===== config.mk =====
export PLATFORM = sky130hd
export DESIGN_NAME = rpeak_frame_tx
export DESIGN_NICKNAME = d
export VERILOG_FILES = /design/src/rtl/rpeak_frame_tx.sv
export SDC_FILE = /design/constraint.sdc
export NUM_CORES = 1
export LEC_CHECK = 0
export ABC_CLOCK_PERIOD_IN_PS = 4100
export CORE_ASPECT_RATIO = 0.9
export CORE_MARGIN = 4
export CORE_UTILIZATION = 25
export CTS_BUF_LIST = sky130_fd_sc_hd__clkbuf_2 sky130_fd_sc_hd__clkbuf_4 sky130_fd_sc_hd__clkbuf_8
export DETAILED_ROUTE_END_ITERATION = 7
export GPL_ROUTABILITY_DRIVEN = 0
export HOLD_SLACK_MARGIN = 0.1
export REMOVE_ABC_BUFFERS = 1
export SYNTH_ARGS = -nofsm -noshare
export SYNTH_HDL_FRONTEND = slang
export SYNTH_SLANG_ARGS = --single-unit

===== constraint.sdc =====
create_clock -name i_clk -period 4.1 [get_ports i_clk]
set_input_delay 0.41 -clock i_clk [delete_from_list [all_inputs] [get_ports i_clk]]
set_output_delay 0.41 -clock i_clk [all_outputs]
set_load 0.005 [all_outputs]

===== src/rtl/rpeak_frame_tx.sv =====
// rpeak_frame_tx: queues R-peak detection events and streams each one as a checksummed byte frame
//
// Each detection event (sample number, RR period, QRS threshold) is stored in a small FIFO.
// The event is then sent as a byte frame on a valid/ready interface:
//   A5, S[23:16], S[15:8], S[7:0], R[15:8], R[7:0], [T[15:8], T[7:0]], CK
// CK is the XOR of every byte between the sync byte and CK.
//
// Build option: when RPEAK_TX_THRESHOLD_EN is defined, the threshold bytes are included in the
// frame (9 bytes). Otherwise they are left out of the frame and the FIFO (7 bytes).
//
// Ports:
//   i_clk               clock
//   i_nrst              asynchronous active-low reset
//   i_event             single-cycle strobe; the three fields below hold a new detection
//   i_r_peak_sample_num sample index of the R peak (CTR_WIDTH)
//   i_rr_period         RR period in samples (DATA_WIDTH)
//   i_qrs_threshold     current QRS threshold (DATA_WIDTH)
//   o_data / o_valid    frame byte and its valid flag
//   i_ready             sink accepts o_data
//   o_last              current byte is the checksum, i.e. the end of the frame
//   o_busy              events are pending or a frame is in progress
//   o_drop_cnt          saturating count of events lost because the FIFO was full
module rpeak_frame_tx #(
    parameter int DATA_WIDTH = 11,
    parameter int CTR_WIDTH  = 24,
    parameter int FIFO_DEPTH = 4
) (
    input  logic                  i_clk,
    input  logic                  i_nrst,
    input  logic                  i_event,
    input  logic [CTR_WIDTH-1:0]  i_r_peak_sample_num,
    input  logic [DATA_WIDTH-1:0] i_rr_period,
    input  logic [DATA_WIDTH-1:0] i_qrs_threshold,
    output logic [7:0]            o_data,
    output logic                  o_valid,
    input  logic                  i_ready,
    output logic                  o_last,
    output logic                  o_busy,
    output logic [7:0]            o_drop_cnt
);
    localparam int AW = $clog2(FIFO_DEPTH);
`ifdef RPEAK_TX_THRESHOLD_EN
    localparam int EW   = CTR_WIDTH + 2 * DATA_WIDTH;
    localparam int FLEN = 9;
`else
    localparam int EW   = CTR_WIDTH + DATA_WIDTH;
    localparam int FLEN = 7;
`endif
    localparam int IW = $clog2(FLEN);
    localparam logic [1:0] S_IDLE = 2'd0;
    localparam logic [1:0] S_LOAD = 2'd1;
    localparam logic [1:0] S_SEND = 2'd2;

    logic [EW-1:0] r_mem [FIFO_DEPTH];
    logic [AW-1:0] r_wr_ptr;
    logic [AW-1:0] r_rd_ptr;
    logic [AW:0]   r_count;
    logic [1:0]    r_state;
    logic [IW-1:0] r_idx;
    logic [7:0]    r_frame [FLEN];
    logic [7:0]    r_drop_cnt;

    logic          w_full;
    logic          w_push;
    logic          w_pop;
    logic          w_send;
    logic          w_last;
    logic          w_xfer;
    logic [EW-1:0] w_wr_entry;
    logic [EW-1:0] w_head;
    logic [23:0]   w_s24;
    logic [15:0]   w_r16;
    logic [7:0]    w_pl [FLEN-2];
    logic [7:0]    w_ck;

    // Fullness is judged on the registered count, so a pop in the same cycle cannot make room.
    assign w_full = r_count == (AW+1)'(FIFO_DEPTH);
    assign w_push = i_event & ~w_full;
    assign w_pop  = r_state == S_LOAD;
    assign w_send = r_state == S_SEND;
    assign w_last = w_send & (r_idx == IW'(FLEN - 1));
    assign w_xfer = w_send & i_ready;

    assign w_head = r_mem[r_rd_ptr];
    assign w_s24  = 24'(w_head[EW-1 -: CTR_WIDTH]);
    assign w_r16  = 16'(w_head[EW-CTR_WIDTH-1 -: DATA_WIDTH]);

`ifdef RPEAK_TX_THRESHOLD_EN
    logic [15:0] w_t16;
    assign w_wr_entry = {i_r_peak_sample_num, i_rr_period, i_qrs_threshold};
    assign w_t16      = 16'(w_head[DATA_WIDTH-1:0]);
`else
    logic w_unused_th;
    assign w_wr_entry  = {i_r_peak_sample_num, i_rr_period};
    assign w_unused_th = ^i_qrs_threshold;
`endif

    // Payload = every frame byte between the sync byte and the checksum.
    always_comb begin
        w_pl[0] = w_s24[23:16];
        w_pl[1] = w_s24[15:8];
        w_pl[2] = w_s24[7:0];
        w_pl[3] = w_r16[15:8];
        w_pl[4] = w_r16[7:0];
`ifdef RPEAK_TX_THRESHOLD_EN
        w_pl[5] = w_t16[15:8];
        w_pl[6] = w_t16[7:0];
`endif
    end

    always_comb begin
        w_ck = 8'h00;
        for (int k = 0; k < FLEN - 2; k++) w_ck = w_ck ^ w_pl[k];
    end

    // Data storage needs no reset: the state and the count decide what is visible.
    always_ff @(posedge i_clk) begin
        if (w_push) r_mem[r_wr_ptr] <= w_wr_entry;
        if (w_pop) begin
            r_frame[0] <= 8'hA5;
            for (int k = 1; k < FLEN - 1; k++) r_frame[k] <= w_pl[k-1];
            r_frame[FLEN-1] <= w_ck;
        end
    end

    always_ff @(posedge i_clk or negedge i_nrst) begin
        if (!i_nrst) begin
            r_wr_ptr   <= '0;
            r_rd_ptr   <= '0;
            r_count    <= '0;
            r_state    <= S_IDLE;
            r_idx      <= '0;
            r_drop_cnt <= 8'h00;
        end else begin
            if (w_push) r_wr_ptr <= r_wr_ptr + 1'b1;
            if (w_pop) r_rd_ptr <= r_rd_ptr + 1'b1;
            r_count <= r_count + (AW+1)'(w_push) - (AW+1)'(w_pop);
            if (i_event && w_full && r_drop_cnt != 8'hFF) r_drop_cnt <= r_drop_cnt + 1'b1;
            r_state <= (r_state == S_IDLE && r_count != '0) ? S_LOAD :
                       (r_state == S_LOAD)                  ? S_SEND :
                       (w_xfer && w_last)                   ? S_IDLE : r_state;
            r_idx   <= w_pop              ? '0 :
                       (w_xfer && !w_last) ? r_idx + 1'b1 : r_idx;
        end
    end

    assign o_valid    = w_send;
    assign o_data     = w_send ? r_frame[r_idx] : 8'h00;
    assign o_last     = w_last;
    assign o_busy     = (r_count != '0) | (r_state != S_IDLE);
    assign o_drop_cnt = r_drop_cnt;
endmodule


# Yosys cells after proc, flatten, opt, wreduce, memory -nomap -nowiden
# Memory sizes are Yosys's and may differ from the RTL's.
# Index checks and enable logic that the tools add are counted.
dict set report word_totals {
  regBits 20
  elab_cells 49
  inputBits 50
  mem_count 2
  ram_bits 196
  output_inout_bits 19
}
dict set report classes {
  add_sub_neg 6
  muxes 10
  bitwise 9
  n_reduce_logical 11
  n_eq_ne 5
}
# name words width read_ports rd_ports_with_merged_regs write_ports line
set mem_list {}
lappend mem_list {r_mem 4 35 1 0 1 54} ;# logic [EW-1:0] r_mem [FIFO_DEPTH];
lappend mem_list {r_frame 7 8 1 0 7 60} ;# logic [7:0] r_frame [FLEN];
# op count
set op_table {}
lappend op_table {{8-bit bitwise XOR} 3}
lappend op_table {{8-bit by 1-bit adder with 8-bit output, second input constant} 1}
lappend op_table {{8-bit 2-to-1 mux} 1}
lappend op_table {{8-bit inequality test, second input constant} 1}
lappend op_table {{8-bit by 3-bit bitwise XOR with 8-bit output} 1}
lappend op_table {{3-bit equality test, second input constant} 2}
lappend op_table {{2-bit 2-to-1 mux} 3}
lappend op_table {{3-bit 2-to-1 mux} 2}
lappend op_table {{3-bit nonzero test} 2}
lappend op_table {{1-bit logical AND} 5}
lappend op_table {{2-bit by 1-bit adder with 2-bit output, second input constant} 2}
lappend op_table {{1-bit 2-to-1 mux} 4}
lappend op_table {{2-bit nonzero test} 2}
lappend op_table {{3-bit by 1-bit adder with 3-bit output} 1}
lappend op_table {{3-bit by 1-bit adder with 3-bit output, second input constant} 1}
lappend op_table {{1-bit bitwise AND} 3}
lappend op_table {{3-bit by 1-bit subtractor with 3-bit output} 1}
lappend op_table {{2-bit by 1-bit equality test with 1-bit output, second input constant} 1}
lappend op_table {{2-bit equality test, second input constant} 1}
lappend op_table {{2-bit zero test} 1}
lappend op_table {{1-bit zero test} 1}
lappend op_table {{1-bit inverter} 1}
lappend op_table {{1-bit OR} 1}

# Logic depth before layout (Yosys ltp)
# Gate-level depths: netlist of the first run.
dict set report depth {
  ltp_word 6
  ltp_mapped 8
  mapped_depth_nobuf 8
}

# Least setup slack after synthesis of the first run
# Ideal clock, no wire load.
dict set report synth_timing {
  kind {reg2reg}
  startpoint {register r_state[0]}
  endpoint {register r_count[1]}
  path_slack_ns 0.160
  setup_time_ns 0.136
  path_stages_with_launch 7
  n_path_buf 1
  required_ns 3.964
  arrival_time_ns 3.804
  period_less_slack_ns 3.940
  cell_sequence {dfrtp_1 clkbuf_1 nor2b_1 ha_1 inv_1 ha_1 fa_1}
}
dict set report synth_via {
  elab_chain_len 2
}
# element line
set synth_rtl {}
lappend synth_rtl {{from (decl)} 58} ;# logic [1:0] r_state;
lappend synth_rtl {{from (signal assigned)} 139} ;# r_state <= (r_state == S_IDLE && r_count != '0) ? S_LOAD :
lappend synth_rtl {{2-bit by 1-bit equality test with 1-bit output} 79} ;# assign w_pop = r_state == S_LOAD;
lappend synth_rtl {{3-bit by 1-bit subtractor with 3-bit output} 137} ;# r_count <= r_count + (AW+1)'(w_push) - (AW+1)'(w_pop);
lappend synth_rtl {{to (signal assigned)} 137}
lappend synth_rtl {{to (decl)} 57} ;# logic [AW:0] r_count;
# Every way passes these cells.
# A chain may end at the register's enable or synchronous reset.

# Worst setup path after layout of the first run
dict set report layout_timing {
  startpoint {register r_idx[1]}
  endpoint {output o_data[6]}
}
dict set report layout_via {
  elab_chain_len 2
}
# element line
set layout_rtl {}
lappend layout_rtl {{from (decl)} 59} ;# logic [IW-1:0] r_idx;
lappend layout_rtl {{from (signal assigned)} 142} ;# r_idx <= w_pop ? '0 :
lappend layout_rtl {{memory read 7 x 8 bit} --}
lappend layout_rtl {{8-bit 2-to-1 mux} 148} ;# assign o_data = w_send ? r_frame[r_idx] : 8'h00;
lappend layout_rtl {{to (decl)} 34} ;# output logic [7:0] o_data,
# Every way passes these cells.

==> report_table.html, run 1 <==
<table>
<tr><th>Metric</th><th>Value</th></tr>
<tr><th colspan="2">Synth</th></tr>
<tr><td>Synthesis warning total</td><td>0</td></tr>
<tr><td>Synthesized netlist cell count</td><td>401</td></tr>
<tr><td>Number of distinct standard cells referenced by the synthesized netlist</td><td>46</td></tr>
<tr><td>Per-instance average area after synthesis</td><td>slightly above 20 um2</td></tr>
<tr><td>Fraction of registers with async set or reset after synthesis</td><td>between 9 and 10%</td></tr>
<tr><td>Synth Flop Type</td><td>sky130_fd_sc_hd__edfxtp_1</td></tr>
<tr><td>Number of synthesized flops with an enable pin</td><td>roughly 180</td></tr>
<tr><td>Share of synthesized area occupied by flip-flops and latches</td><td>between 70% and 80%</td></tr>
<tr><td>Post-synthesis sequential element count</td><td>a little over 200</td></tr>
<tr><td>Synth Cell Area</td><td>around 0.008 mm2</td></tr>
<tr><th colspan="2">Power and ir drop</th></tr>
<tr><td>Part of the total power dissipated in combinational logic</td><td>between 20% and 30%</td></tr>
<tr><td>PnR Total Power</td><td>~6.6 mW</td></tr>
<tr><td>Net switching power</td><td>between 1.5 and 2 mW</td></tr>
<tr><td>Power density normalized to cell area</td><td>672.1 mW/mm2</td></tr>
<tr><td>Design internal power</td><td>roughly 4.7 mW</td></tr>
<tr><td>Leakage power</td><td>approximately 3.3 nW</td></tr>
<tr><td>Switch share</td><td>29.04%</td></tr>
<tr><td>Peak supply drop</td><td>277.5 uV</td></tr>
<tr><td>Clk network pwr share</td><td>~25%</td></tr>
<tr><td>Sequential group share of total power</td><td>approximately 45%</td></tr>
<tr><th colspan="2">Cells and area</th></tr>
<tr><td>Share of layout cells above drive strength 1</td><td>21.58%</td></tr>
<tr><td>Commonest cells after routing, fill and taps aside</td><td>183 x sky130_fd_sc_hd__edfxtp_1, 57 x sky130_fd_sc_hd__clkdlybuf4s50_1, 35 x sky130_fd_sc_hd__mux4_2, 30 x sky130_fd_sc_hd__clkbuf_8, 19 x sky130_fd_sc_hd__dfrtp_1</td></tr>
<tr><td>Filler cell count</td><td>roughly 3,100</td></tr>
<tr><td>Summed area of non-filler cells in the final layout</td><td>0.009834 mm2</td></tr>
<tr><td>Antenna Cells</td><td>0</td></tr>
<tr><td>Final-stage net count</td><td>between 500 and 600</td></tr>
<tr><td>Growth of design area from synthesis to finish</td><td>21.31%</td></tr>
<tr><td>Leading cell type in the layout, fill and taps excluded</td><td>sky130_fd_sc_hd__edfxtp_1</td></tr>
<tr><th colspan="2">STA</th></tr>
<tr><td>Slew headroom</td><td>between 30% and 40%</td></tr>
<tr><td>Total setup violations reported at the end of the flow</td><td>0</td></tr>
<tr><td>Hold violation total from the final report</td><td>0</td></tr>
<tr><td>Final sum of negative setup slack</td><td>0 ns</td></tr>
<tr><td>Setup repair after global routing missed its margin</td><td>false</td></tr>
<tr><td>Ratio of final minimum period to clock period</td><td>between 80% and 90%</td></tr>
<tr><td>Min cycle time layout</td><td>3.296 ns</td></tr>
<tr><td>Worst-Margin Slew</td><td>1.022 ns</td></tr>
<tr><td>Number of max-slew violations in the final report</td><td>0</td></tr>
<tr><td>Setup clock skew after layout</td><td>between 0.02 and 0.03 ns</td></tr>
<tr><td>Max Clock Freq</td><td>between 300 and 400 MHz</td></tr>
<tr><th colspan="2">Clocking</th></tr>
<tr><td>Number of buffers created by CTS</td><td>30</td></tr>
<tr><td>Post-cts resize count</td><td>0</td></tr>
<tr><td>Clock net sink count</td><td>between 200 and 250</td></tr>
<tr><td>TritonCTS clock tree</td><td>done</td></tr>
<tr><td>Hold-fix buffers, CTS</td><td>0</td></tr>
<tr><td>Number of post-CTS setup repair buffers</td><td>0</td></tr>
<tr><td>Clock latency of the later-clocked register in the worst-skew pair</td><td>roughly 0.56 ns</td></tr>
<tr><td>Clock transition at the registers of the reported paths</td><td>0.07 ns</td></tr>
<tr><td>Max Buffers Root-to-Sink</td><td>3</td></tr>
<tr><td>Number of levels the H-tree was split into</td><td>1</td></tr>
<tr><td>Clock Root Buffer</td><td>sky130_fd_sc_hd__clkbuf_8</td></tr>
<tr><th colspan="2">Routing</th></tr>
<tr><td>Total wirelength of the detailed-routed design</td><td>approximately 16 mm</td></tr>
<tr><td>First-pass detailed-route iteration total</td><td>4</td></tr>
<tr><td>Routed vias/inst</td><td>between 4 and 5</td></tr>
<tr><td>DRC violation count after routing</td><td>0</td></tr>
<tr><td>Starting DRT DRC Count</td><td>245</td></tr>
<tr><td>Routed len/inst</td><td>17.00 um</td></tr>
<tr><td>Total via count after detailed routing</td><td>~4,000</td></tr>
<tr><td>Remaining number of nets flagged by the antenna check after routing</td><td>0</td></tr>
<tr><th colspan="2">Floorplanning</th></tr>
<tr><td>Effective utilization at floorplan</td><td>25.36%</td></tr>
<tr><td>Site row count</td><td>62</td></tr>
<tr><td>Overall die width</td><td>197.8 um</td></tr>
<tr><td>Core box area</td><td>between 0.03 and 0.04 mm2</td></tr>
<tr><td>Vert. Die Dim</td><td>178.8 um</td></tr>
<tr><td>Die Footprint</td><td>around 0.035 mm2</td></tr>
<tr><td>I/O pins</td><td>69</td></tr>
<tr><th colspan="2">Status</th></tr>
<tr><td>Result of the run</td><td>finished clean</td></tr>
<tr><th colspan="2">Place</th></tr>
<tr><td>HPWL after DPL</td><td>roughly 9.9 mm</td></tr>
<tr><td>Instance area at placement</td><td>between 0.009 and 0.01 mm2</td></tr>
<tr><td>Number of port buffers</td><td>57</td></tr>
<tr><th colspan="2">Global route</th></tr>
<tr><td>First-pass GRT wire length</td><td>24.58 mm</td></tr>
<tr><td>Vias in the first global route</td><td>4,289</td></tr>
<tr><td>Global routing usage summed across all routing layers</td><td>8.894%</td></tr>
<tr><td>Largest net degree at the start of global routing</td><td>between 40 and 50</td></tr>
<tr><td>Overflow left after global routing</td><td>0</td></tr>
<tr><td>Initial antenna violation count</td><td>0</td></tr>
<tr><th colspan="2">Critical path</th></tr>
<tr><td>Worst Path Max Fanout</td><td>14</td></tr>
<tr><td>Critical path type</td><td>reg2out</td></tr>
<tr><td>Endpoint class of the critical path</td><td>output pin</td></tr>
<tr><td>Worst EP required</td><td>3.69 ns</td></tr>
<tr><td>Critical Path Start Type</td><td>register</td></tr>
<tr><td>Critical Path AT</td><td>2.89 ns</td></tr>
<tr><th colspan="2">Min path</th></tr>
<tr><td>Worst min path class</td><td>in2async</td></tr>
<tr><th colspan="2">Job</th></tr>
<tr><td>Max-Cap Viols</td><td>0</td></tr>
</table>
[layout make-up]
cell class	instances	area (um2)	share of cell area, %
tap	416	520.5	5.293
sequential	203	5997	60.98
inverter	11	41.29	0.4198
clock inverter	17	166.4	1.692
timing repair buffer	69	685.7	6.972
clock buffer	34	442.9	4.504
multi-input combinational	171	1981	20.14
[power by group through the flow]
stage / combinational (mW) / clock [mW] / sequential [mW]
floorplan: 1.22 / 0 / 3.04
global placement: 1.93 / 0 / 3.01
detailed placement: 1.99 / 0 / 3.04
CTS: 2.00 / 1.73 / 3.00
global route: 2.15 / 1.82 / 3.04
finish: 1.96 / 1.66 / 2.99
[stage by stage]
| stage | hold WS, ns | util [%] | setup WS (ns) | std cells |
|---|---|---|---|---|
| floorplan | 0.1144 | - | 0.2791 | 385 |
| global placement | 0.4946 | 28.86 | 1.362 | 870 |
| detailed placement | 0.5122 | 28.86 | 1.297 | 870 |
| CTS | 0.4037 | 30.77 | 0.7001 | 921 |
| global route | 0.4435 | 30.77 | 0.5586 | 921 |
| finish | 0.4169 | 30.77 | 0.8038 | 921 |
[per-layer routing]
metal	vias up	share of wire [%]	track usage, %
met2	96	49	15.19
met3	28	4.8	1.935
met5	-	0	0
met1	2056	44	11.62
met4	0	1.9	2.151
li1	1787	-	-
[logic make-up (layout without fill, tap and decap cells)]
logic type / count (synthesis) / in the layout / synth area share, %
multiplexers: 49 / 49 / 11.61
AND/OR/NAND/NOR: 42 / 42 / 2.778
flip-flops: 203 / 203 / 73.96
adder cells (fa/ha/maj): 10 / 10 / 1.636
XOR/XNOR: 34 / 34 / 4.646
buffers and inverters: 27 / 131 / 1.698
AO/OA/AOI/OAI: 36 / 36 / 3.674
[Yosys cell counts, drive strengths merged (3+ instances only)]
cell | n | area (um2)
edfxtp | 183 | 5495
mux4 | 35 | 788.3
dfrtp | 20 | 500.5
xnor2 | 17 | 186.4
xor2 | 14 | 122.6
nand2 | 11 | 41.29
buf | 10 | 73.81
inv | 10 | 37.54
mux2 | 10 | 112.6
ha | 9 | 112.6
a221oi | 7 | 61.31
nor3 | 7 | 35.03
clkbuf | 6 | 22.52
a21o | 4 | 30.03
and2 | 4 | 25.02
mux2i | 4 | 40.04
nand2b | 4 | 25.02
a211oi | 3 | 22.52
a21oi | 3 | 15.01
nand3 | 3 | 15.01
nor2 | 3 | 11.26
nor2b | 3 | 18.77
o211a | 3 | 30.03
xnor3 | 3 | 67.56
[path summary, 6_finish.rpt]
path,from,to,slack (ns),cells past startpoint
min in group i_clk,i_rr_period[3],r_mem[3][3],0.47,1
min reg2reg,o_drop_cnt[5],o_drop_cnt[5],0.53,1
max,r_idx[1],o_data[6],0.80,4
max in group asynchronous,i_nrst,r_rd_ptr[0],2.99,1
max reg2reg,r_rd_ptr[0],r_frame[6][7],1.71,4
min,i_nrst,o_drop_cnt[5],0.42,1
[worst max-delay path: stages (launching register included)]
cell and delay, ns:
sky130_fd_sc_hd__dfrtp_1 0.61, sky130_fd_sc_hd__nor2b_1 0.61, sky130_fd_sc_hd__a221oi_1 0.16, sky130_fd_sc_hd__a211oi_1 0.38, sky130_fd_sc_hd__clkdlybuf4s50_1 0.58
[registers in the layout, summed over array words and instances, names as in the netlist]
| signal | cells |
|---|---|
| r_rd_ptr | 2 |
| r_idx | 3 |
| o_drop_cnt | 8 |
| r_wr_ptr | 2 |
| r_mem | 140 |
| r_frame | 43 |
| r_count | 3 |
| r_state | 2 |
Power figures use the tool's default switching activity.
==> inputs of run 2 (changes only) <==
--- a/config.mk
+++ b/config.mk
@@ -5,7 +5,7 @@
 export SDC_FILE = /design/constraint.sdc
 export NUM_CORES = 1
 export LEC_CHECK = 0
-export ABC_CLOCK_PERIOD_IN_PS = 4100
+export ABC_CLOCK_PERIOD_IN_PS = 3000
 export CORE_ASPECT_RATIO = 0.9
 export CORE_MARGIN = 4
 export CORE_UTILIZATION = 25
==> constraint.sdc (replaced) <==
create_clock -name i_clk -period 3 [get_ports i_clk]
set_input_delay 0.3 -clock i_clk [delete_from_list [all_inputs] [get_ports i_clk]]
set_output_delay 0.3 -clock i_clk [all_outputs]
set_load 0.005 [all_outputs]
==> run 2 against run 1 <==
Compared with the run above:
- first-iteration DRC count is 18% lower
- sequential power is 37% higher
- final area is 0.66% higher
- clock skew is 0.013 ns lower
- clock power is 32% higher
- critical path type unchanged
- critical endpoint is now o_data[0]
==> report_table.html, run 2 (same netlist as run 1, synthesis figures left out) <==
<table>
<tr><th>Metric</th><th>Value</th></tr>
<tr><th colspan="2">Cells and area</th></tr>
<tr><td>Total area of sequential cells</td><td>0.006000 mm2</td></tr>
<tr><td>Leading cell type in the layout, fill and taps excluded</td><td>sky130_fd_sc_hd__edfxtp_1</td></tr>
<tr><td>Summed area of non-filler cells in the final layout</td><td>~0.0099 mm2</td></tr>
<tr><td>Commonest cells after routing, fill and taps aside</td><td>183 x sky130_fd_sc_hd__edfxtp_1, 57 x sky130_fd_sc_hd__clkdlybuf4s50_1, 35 x sky130_fd_sc_hd__mux4_2, 34 x sky130_fd_sc_hd__clkbuf_8, 17 x sky130_fd_sc_hd__dfrtp_1</td></tr>
<tr><td>Growth of design area from synthesis to finish</td><td>22.12%</td></tr>
<tr><td>Flip-flop count of the largest register after layout</td><td>140</td></tr>
<tr><td>Filler cell count</td><td>roughly 3,100</td></tr>
<tr><td>Share of layout cells above drive strength 1</td><td>between 20% and 30%</td></tr>
<tr><td>Most flop-heavy register</td><td>r_mem</td></tr>
<tr><td>Antenna Cells</td><td>0</td></tr>
<tr><td>Area of the multi-input gates</td><td>0.001981 mm2</td></tr>
<tr><td>Final-stage net count</td><td>about 550</td></tr>
<tr><th colspan="2">Routing</th></tr>
<tr><td>Routed len/inst</td><td>17.26 um</td></tr>
<tr><td>First-pass detailed-route iteration total</td><td>4</td></tr>
<tr><td>Routed vias/inst</td><td>about 4.3</td></tr>
<tr><td>Total wirelength of the detailed-routed design</td><td>roughly 16 mm</td></tr>
<tr><td>Starting DRT DRC Count</td><td>approximately 200</td></tr>
<tr><td>DRC violation count after routing</td><td>0</td></tr>
<tr><td>Remaining number of nets flagged by the antenna check after routing</td><td>0</td></tr>
<tr><td>Total via count after detailed routing</td><td>approximately 4,000</td></tr>
<tr><th colspan="2">Job</th></tr>
<tr><td>Max-Cap Viols</td><td>0</td></tr>
<tr><th colspan="2">Clocking</th></tr>
<tr><td>Post-cts resize count</td><td>1</td></tr>
<tr><td>TritonCTS clock tree</td><td>done</td></tr>
<tr><td>Clock Root Buffer</td><td>sky130_fd_sc_hd__clkbuf_8</td></tr>
<tr><td>Clock latency of the later-clocked register in the worst-skew pair</td><td>0.56 ns</td></tr>
<tr><td>Clock transition at the registers of the reported paths</td><td>0.07 ns</td></tr>
<tr><td>Hold-fix buffers, CTS</td><td>0</td></tr>
<tr><td>Number of buffers created by CTS</td><td>31</td></tr>
<tr><td>Max Buffers Root-to-Sink</td><td>3</td></tr>
<tr><td>Number of post-CTS setup repair buffers</td><td>0</td></tr>
<tr><td>Number of levels the H-tree was split into</td><td>1</td></tr>
<tr><td>Clock net sink count</td><td>~200</td></tr>
<tr><th colspan="2">Critical path</th></tr>
<tr><td>Critical Path Start Type</td><td>register</td></tr>
<tr><td>Critical Path AT</td><td>2.57 ns</td></tr>
<tr><td>Worst Path Max Fanout</td><td>15</td></tr>
<tr><td>Critical path's largest stage delay</td><td>between 0.5 and 0.6 ns</td></tr>
<tr><td>Highest-delay cell along the critical path</td><td>sky130_fd_sc_hd__dfrtp_2</td></tr>
<tr><td>Endpoint class of the critical path</td><td>output pin</td></tr>
<tr><td>Buffers and inverters on the worst path</td><td>2</td></tr>
<tr><td>Family with the most delay on the worst path</td><td>buffers and inverters</td></tr>
<tr><td>Critical path type</td><td>reg2out</td></tr>
<tr><td>Cells along the critical path</td><td>buf_4 -&gt; mux2_2 -&gt; o221ai_1 -&gt; a21oi_1 -&gt; clkdlybuf4s50_1</td></tr>
<tr><td>Worst EP required</td><td>around 2.7 ns</td></tr>
<tr><th colspan="2">Global route</th></tr>
<tr><td>Met1 usage</td><td>roughly an eighth</td></tr>
<tr><td>Most Used Layer, Global Route</td><td>met2</td></tr>
<tr><td>Met2 capacity usage during global routing</td><td>between 15 and 20%</td></tr>
<tr><td>Initial antenna violation count</td><td>0</td></tr>
<tr><td>First-pass GRT wire length</td><td>roughly 25 mm</td></tr>
<tr><td>Overflow left after global routing</td><td>0</td></tr>
<tr><td>Global routing usage summed across all routing layers</td><td>~9%</td></tr>
<tr><td>Vias in the first global route</td><td>4,339</td></tr>
<tr><td>Global-route met3 utilization</td><td>1.992%</td></tr>
<tr><td>Largest net degree at the start of global routing</td><td>47</td></tr>
<tr><th colspan="2">Power and ir drop</th></tr>
<tr><td>Power density normalized to cell area</td><td>a little over 900 mW/mm2</td></tr>
<tr><td>Peak supply drop</td><td>around 400 uV</td></tr>
<tr><td>Leakage power</td><td>between 3 and 4 nW</td></tr>
<tr><td>PnR Total Power</td><td>roughly 9.0 mW</td></tr>
<tr><th colspan="2">STA</th></tr>
<tr><td>Setup repair after global routing missed its margin</td><td>false</td></tr>
<tr><td>Max Clock Freq</td><td>between 300 and 400 MHz</td></tr>
<tr><td>Hold violation total from the final report</td><td>0</td></tr>
<tr><td>Number of max-slew violations in the final report</td><td>0</td></tr>
<tr><td>Setup clock skew after layout</td><td>0.01596 ns</td></tr>
<tr><td>Min cycle time layout</td><td>~2.9 ns</td></tr>
<tr><td>Ratio of final minimum period to clock period</td><td>95.63%</td></tr>
<tr><td>Slew headroom</td><td>33.84%</td></tr>
<tr><td>Worst-Margin Slew</td><td>between 0.9 and 1 ns</td></tr>
<tr><td>Total setup violations reported at the end of the flow</td><td>0</td></tr>
<tr><th colspan="2">Place</th></tr>
<tr><td>HPWL after DPL</td><td>about 10 mm</td></tr>
<tr><td>Instance area at placement</td><td>slightly above 0.009 mm2</td></tr>
<tr><td>Number of port buffers</td><td>57</td></tr>
<tr><th colspan="2">Floorplanning</th></tr>
<tr><td>I/O pins</td><td>roughly 70</td></tr>
<tr><td>Overall die width</td><td>197.8 um</td></tr>
<tr><td>Die Footprint</td><td>~0.035 mm2</td></tr>
<tr><td>Site row count</td><td>62</td></tr>
<tr><td>Effective utilization at floorplan</td><td>about 25%</td></tr>
<tr><td>Core box area</td><td>between 0.03 and 0.04 mm2</td></tr>
<tr><td>Vert. Die Dim</td><td>about 180 um</td></tr>
<tr><th colspan="2">Min path</th></tr>
<tr><td>Worst min path class</td><td>in2async</td></tr>
<tr><th colspan="2">Status</th></tr>
<tr><td>Result of the run</td><td>finished clean</td></tr>
</table>
## run 2: worst paths after layout
| path | from | end | slack [ns] | depth (start not counted) |
|---|---|---|---|---|
| min in group i_clk | i_rr_period[3] | r_mem[0][3] | 0.37 | 1 |
| hold / removal | i_nrst | r_state[1] | 0.29 | 1 |
| hold reg to reg | o_drop_cnt[5] | o_drop_cnt[5] | 0.52 | 1 |
| max in group asynchronous | i_nrst | r_idx[1] | 2.04 | 1 |
| setup / recovery | r_idx[1] | o_data[0] | 0.13 | 5 |
| setup reg to reg | r_rd_ptr[0] | r_frame[6][2] | 0.73 | 4 |
## run 2: report_power, final
| group | leakage (nW) | switching (mW) | internal (mW) |
|---|---|---|---|
| combinational | 1.09 | 1.30 | 1.43 |
| sequential | 1.92 | 0.319 | 3.78 |
| clock | 0.328 | 1.03 | 1.16 |
| total | 3.33 | 2.65 | 6.37 |
## run 2: worst reg2reg max path, cell delays in order (launching register included)
cell                      delay, ns
sky130_fd_sc_hd__dfrtp_2       0.77
sky130_fd_sc_hd__buf_4         0.35
sky130_fd_sc_hd__mux4_2        0.56
sky130_fd_sc_hd__xnor3_1       0.21
sky130_fd_sc_hd__xnor2_1       0.13
## run 2: layout make-up
cell class,count,area share (%)
Clock inverter,15,0.7204
Multi-Input combinational cell,171,20.01
Timing Repair Buffer,76,7.583
Sequential cell,203,60.60
Tap cell,416,5.258
Inverter,11,0.4171
Clock buffer,43,5.410
## run 2: metrics by stage
step / worst slack (ns) / instances / hold slack (ns) / utilization (%) / TNS, ns
2_1_floorplan: -0.8209 / 385 / 0.004409 / - / -3.141
3_3_place_gp: 0.5426 / 877 / 0.4938 / 29.07 / 0
3_5_place_dp: 0.4990 / 877 / 0.5171 / 29.07 / 0
4_1_cts: 0.04193 / 935 / 0.3050 / 30.97 / 0
5_1_grt: 0.02519 / 935 / 0.3444 / 30.97 / 0
6_report: 0.1312 / 935 / 0.2918 / 30.97 / 0
## run 2: layer usage
layer	wire [um]	vias to the layer above
met5	0	-
met4	244	0
met3	823	25
met2	8001	91
met1	7067	2048
li1	-	1811
==> inputs of run 3 (changes only) <==
--- a/config.mk
+++ b/config.mk
@@ -8,7 +8,7 @@
 export ABC_CLOCK_PERIOD_IN_PS = 3000
 export CORE_ASPECT_RATIO = 0.9
 export CORE_MARGIN = 4
-export CORE_UTILIZATION = 25
+export CORE_UTILIZATION = 40
 export CTS_BUF_LIST = sky130_fd_sc_hd__clkbuf_2 sky130_fd_sc_hd__clkbuf_4 sky130_fd_sc_hd__clkbuf_8
 export DETAILED_ROUTE_END_ITERATION = 7
 export GPL_ROUTABILITY_DRIVEN = 0
==> run 3 against run 2 <==
Compared with the run above:
- global-route usage rose by 4.2 points
- largest power group unchanged
- flip-flop and latch count did not move
- worst hold slack improved by 0.055 ns
- critical path depth fell by 1
- largest cell class unchanged
==> report_table.html, run 3 (same netlist as run 1, synthesis figures left out) <==
<table>
<tr><th>Metric</th><th>Value</th></tr>
<tr><th colspan="2">Place</th></tr>
<tr><td># placed instances</td><td>713</td></tr>
<tr><td>HPWL after DPL</td><td>9.093 mm</td></tr>
<tr><td>Post-placement setup slack</td><td>approximately 0.61 ns</td></tr>
<tr><td>Number of port buffers</td><td>57</td></tr>
<tr><th colspan="2">STA</th></tr>
<tr><td>Setup repair after global routing missed its margin</td><td>false</td></tr>
<tr><td>Max Clock Freq</td><td>about 350 MHz</td></tr>
<tr><td>Total setup violations reported at the end of the flow</td><td>0</td></tr>
<tr><td>Worst hold slack after final layout</td><td>0.3470 ns</td></tr>
<tr><td>Number of max-slew violations in the final report</td><td>0</td></tr>
<tr><td>Setup clock skew after layout</td><td>0.02737 ns</td></tr>
<tr><td>Worst-Margin Slew</td><td>0.9813 ns</td></tr>
<tr><td>Hold violation total from the final report</td><td>0</td></tr>
<tr><td>Slew headroom</td><td>~34%</td></tr>
<tr><td>Ratio of final minimum period to clock period</td><td>96.30%</td></tr>
<tr><td>Min cycle time layout</td><td>~2.9 ns</td></tr>
<tr><td>Smallest setup slack after layout</td><td>between 0.1 and 0.15 ns</td></tr>
<tr><th colspan="2">Critical path</th></tr>
<tr><td>Worst Path Max Fanout</td><td>13</td></tr>
<tr><td>R2r endpoint</td><td>r_frame[6][7]</td></tr>
<tr><td>Endpoint class of the critical path</td><td>output pin</td></tr>
<tr><td>Critical path type</td><td>reg2out</td></tr>
<tr><td>Worst path depth</td><td>4</td></tr>
<tr><td>Highest-delay cell along the critical path</td><td>sky130_fd_sc_hd__dfrtp_1</td></tr>
<tr><td>Setup slack of the most critical reg-to-reg path</td><td>0.78 ns</td></tr>
<tr><td>Buffers and inverters on the worst path</td><td>1</td></tr>
<tr><td>Worst EP required</td><td>2.70 ns</td></tr>
<tr><td>Family with the most delay on the worst path</td><td>simple AND/OR/NAND/NOR gates</td></tr>
<tr><td>Critical path's largest stage delay</td><td>approximately 0.65 ns</td></tr>
<tr><td>Critical Path Start Type</td><td>register</td></tr>
<tr><td>Cells on worst reg2reg path</td><td>4</td></tr>
<tr><td>Startpoint of the lowest-slack register-to-register path</td><td>r_rd_ptr[0]</td></tr>
<tr><td>Critical Path AT</td><td>roughly 2.6 ns</td></tr>
<tr><td>Cells along the critical path</td><td>nor2b_1 -&gt; a221oi_1 -&gt; nor3_1 -&gt; clkdlybuf4s50_1</td></tr>
<tr><th colspan="2">Clocking</th></tr>
<tr><td>Number of buffers created by CTS</td><td>35</td></tr>
<tr><td>Clock transition at the registers of the reported paths</td><td>roughly 0.06 ns</td></tr>
<tr><td>Number of levels the H-tree was split into</td><td>2</td></tr>
<tr><td>Clock latency of the later-clocked register in the worst-skew pair</td><td>0.51 ns</td></tr>
<tr><td>TritonCTS clock tree</td><td>done</td></tr>
<tr><td>Number of post-CTS setup repair buffers</td><td>0</td></tr>
<tr><td>Clock net sink count</td><td>approximately 200</td></tr>
<tr><td>Max Buffers Root-to-Sink</td><td>3</td></tr>
<tr><td>Clock Root Buffer</td><td>sky130_fd_sc_hd__clkbuf_8</td></tr>
<tr><th colspan="2">Cells and area</th></tr>
<tr><td>Final core area utilization</td><td>slightly below 50%</td></tr>
<tr><td>Flip-flop count of the largest register after layout</td><td>140</td></tr>
<tr><td>Final std cells w/o fill</td><td>slightly below 800</td></tr>
<tr><td>Antenna Cells</td><td>0</td></tr>
<tr><td>Commonest cells after routing, fill and taps aside</td><td>183 x sky130_fd_sc_hd__edfxtp_1, 57 x sky130_fd_sc_hd__clkdlybuf4s50_1, 35 x sky130_fd_sc_hd__mux4_2, 35 x sky130_fd_sc_hd__clkbuf_8, 19 x sky130_fd_sc_hd__dfrtp_1</td></tr>
<tr><td>Final-stage net count</td><td>around 560</td></tr>
<tr><td>Share of layout cells above drive strength 1</td><td>around a quarter</td></tr>
<tr><td>Most flop-heavy register</td><td>r_mem</td></tr>
<tr><td>Leading cell type in the layout, fill and taps excluded</td><td>sky130_fd_sc_hd__edfxtp_1</td></tr>
<tr><td>Filler cell count</td><td>1,657</td></tr>
<tr><td>Growth of design area from synthesis to finish</td><td>20.17%</td></tr>
<tr><th colspan="2">Routing</th></tr>
<tr><td>Starting DRT DRC Count</td><td>between 200 and 250</td></tr>
<tr><td>Routed len/inst</td><td>18.87 um</td></tr>
<tr><td>Total via count after detailed routing</td><td>around 4,000</td></tr>
<tr><td>Remaining number of nets flagged by the antenna check after routing</td><td>0</td></tr>
<tr><td>First-pass detailed-route iteration total</td><td>4</td></tr>
<tr><td>DRC violation count after routing</td><td>0</td></tr>
<tr><td>Total wirelength of the detailed-routed design</td><td>approximately 15 mm</td></tr>
<tr><td>Routed vias/inst</td><td>roughly 5.1</td></tr>
<tr><th colspan="2">Global route</th></tr>
<tr><td>Largest net degree at the start of global routing</td><td>47</td></tr>
<tr><td>Initial antenna violation count</td><td>1</td></tr>
<tr><td>Vias in the first global route</td><td>4,303</td></tr>
<tr><td>First-pass GRT wire length</td><td>~23 mm</td></tr>
<tr><td>Global routing usage summed across all routing layers</td><td>13.35%</td></tr>
<tr><td>Overflow left after global routing</td><td>0</td></tr>
<tr><th colspan="2">Floorplanning</th></tr>
<tr><td>Effective utilization at floorplan</td><td>40.68%</td></tr>
<tr><td>Site row count</td><td>49</td></tr>
<tr><td>Overall die width</td><td>~160 um</td></tr>
<tr><td>I/O pins</td><td>just under 70</td></tr>
<tr><td>Die Footprint</td><td>roughly 0.023 mm2</td></tr>
<tr><td>Vert. Die Dim</td><td>roughly 140 um</td></tr>
<tr><td>Core box area</td><td>between 0.015 and 0.02 mm2</td></tr>
<tr><th colspan="2">Power and ir drop</th></tr>
<tr><td>Leakage power</td><td>3.350 nW</td></tr>
<tr><td>Peak supply drop</td><td>around 530 uV</td></tr>
<tr><td>Power density normalized to cell area</td><td>between 900 and 1000 mW/mm2</td></tr>
<tr><th colspan="2">Min path</th></tr>
<tr><td>Worst min path class</td><td>in2async</td></tr>
<tr><th colspan="2">Status</th></tr>
<tr><td>Result of the run</td><td>finished clean</td></tr>
<tr><th colspan="2">Job</th></tr>
<tr><td>Max-Cap Viols</td><td>0</td></tr>
</table>
-- run 3: cell types whose count changed in the layout (fill, tap and decap cells not counted), moves of 2 or more --
cell                      before  now
sky130_fd_sc_hd__buf_4        16   12
sky130_fd_sc_hd__dfrtp_1      17   19
sky130_fd_sc_hd__dfrtp_2       3    1
sky130_fd_sc_hd__inv_6         0    2
-- run 3: worst register-to-register path, cell delays in order, from the launching register on --
cell	delay [ns]
sky130_fd_sc_hd__dfrtp_2	0.68
sky130_fd_sc_hd__buf_4	0.39
sky130_fd_sc_hd__mux4_2	0.61
sky130_fd_sc_hd__xnor2_2	0.16
sky130_fd_sc_hd__xnor2_1	0.13
-- run 3: how the worst max path moves through the flow --
| stage | from | to | slack [ns] |
|---|---|---|---|
| finish | r_idx[1] | o_data[3] | 0.11 |
| global route | r_idx[1] | o_data[4] | 0.006 |
| CTS | r_idx[1] | o_data[6] | 0.05 |
| detailed placement | r_idx[1] | o_data[6] | 0.61 |
| global placement | r_idx[1] | o_data[6] | 0.61 |
| floorplan | r_state[0] | r_count[1] | -0.82 |
-- run 3: what timing repair did --
action                                  4_1_cts  5_1_grt
endpoints found under the setup margin        0        2
gates resized for setup                       0        1
hold buffers                                  0        0
-- run 3: routing by layer --
metal | vias up | routed length [um] | global-route usage (%)
li1 | 1808 | - | -
met1 | 2050 | 6519 | 17.49
met2 | 89 | 7016 | 21.81
met3 | 33 | 706 | 3.394
met4 | 2 | 348 | 4.758
met5 | - | 15 | 0
-- run 3: cell type report --
| cell class | count | area (um2) | area share [%] |
|---|---|---|---|
| Inverter | 11 | 41.29 | 0.4238 |
| Tap cell | 255 | 319.1 | 3.275 |
| Clock inverter | 16 | 103.9 | 1.066 |
| Clock buffer | 45 | 556.8 | 5.715 |
| Multi-Input combinational cell | 171 | 1983 | 20.36 |
| Sequential cell | 203 | 5997 | 61.56 |
| Timing Repair Buffer | 73 | 740.7 | 7.603 |
-- run 3: through the flow --
stage / cell area, um2 / setup TNS (ns) / total power, mW
floorplan: 8010 / -3.141 / 5.831
global placement: 9079 / 0 / 6.810
detailed placement: 9079 / 0 / 6.884
CTS: 9739 / 0 / 9.287
global route: 9742 / 0 / 9.667
finish: 9742 / 0 / 9.140
-- run 3: where the power goes --
part / internal (mW) / switching, mW
Clock: 1.31 / 1.06
Combinational: 1.42 / 1.29
Sequential: 3.78 / 0.279
Total: 6.51 / 2.63
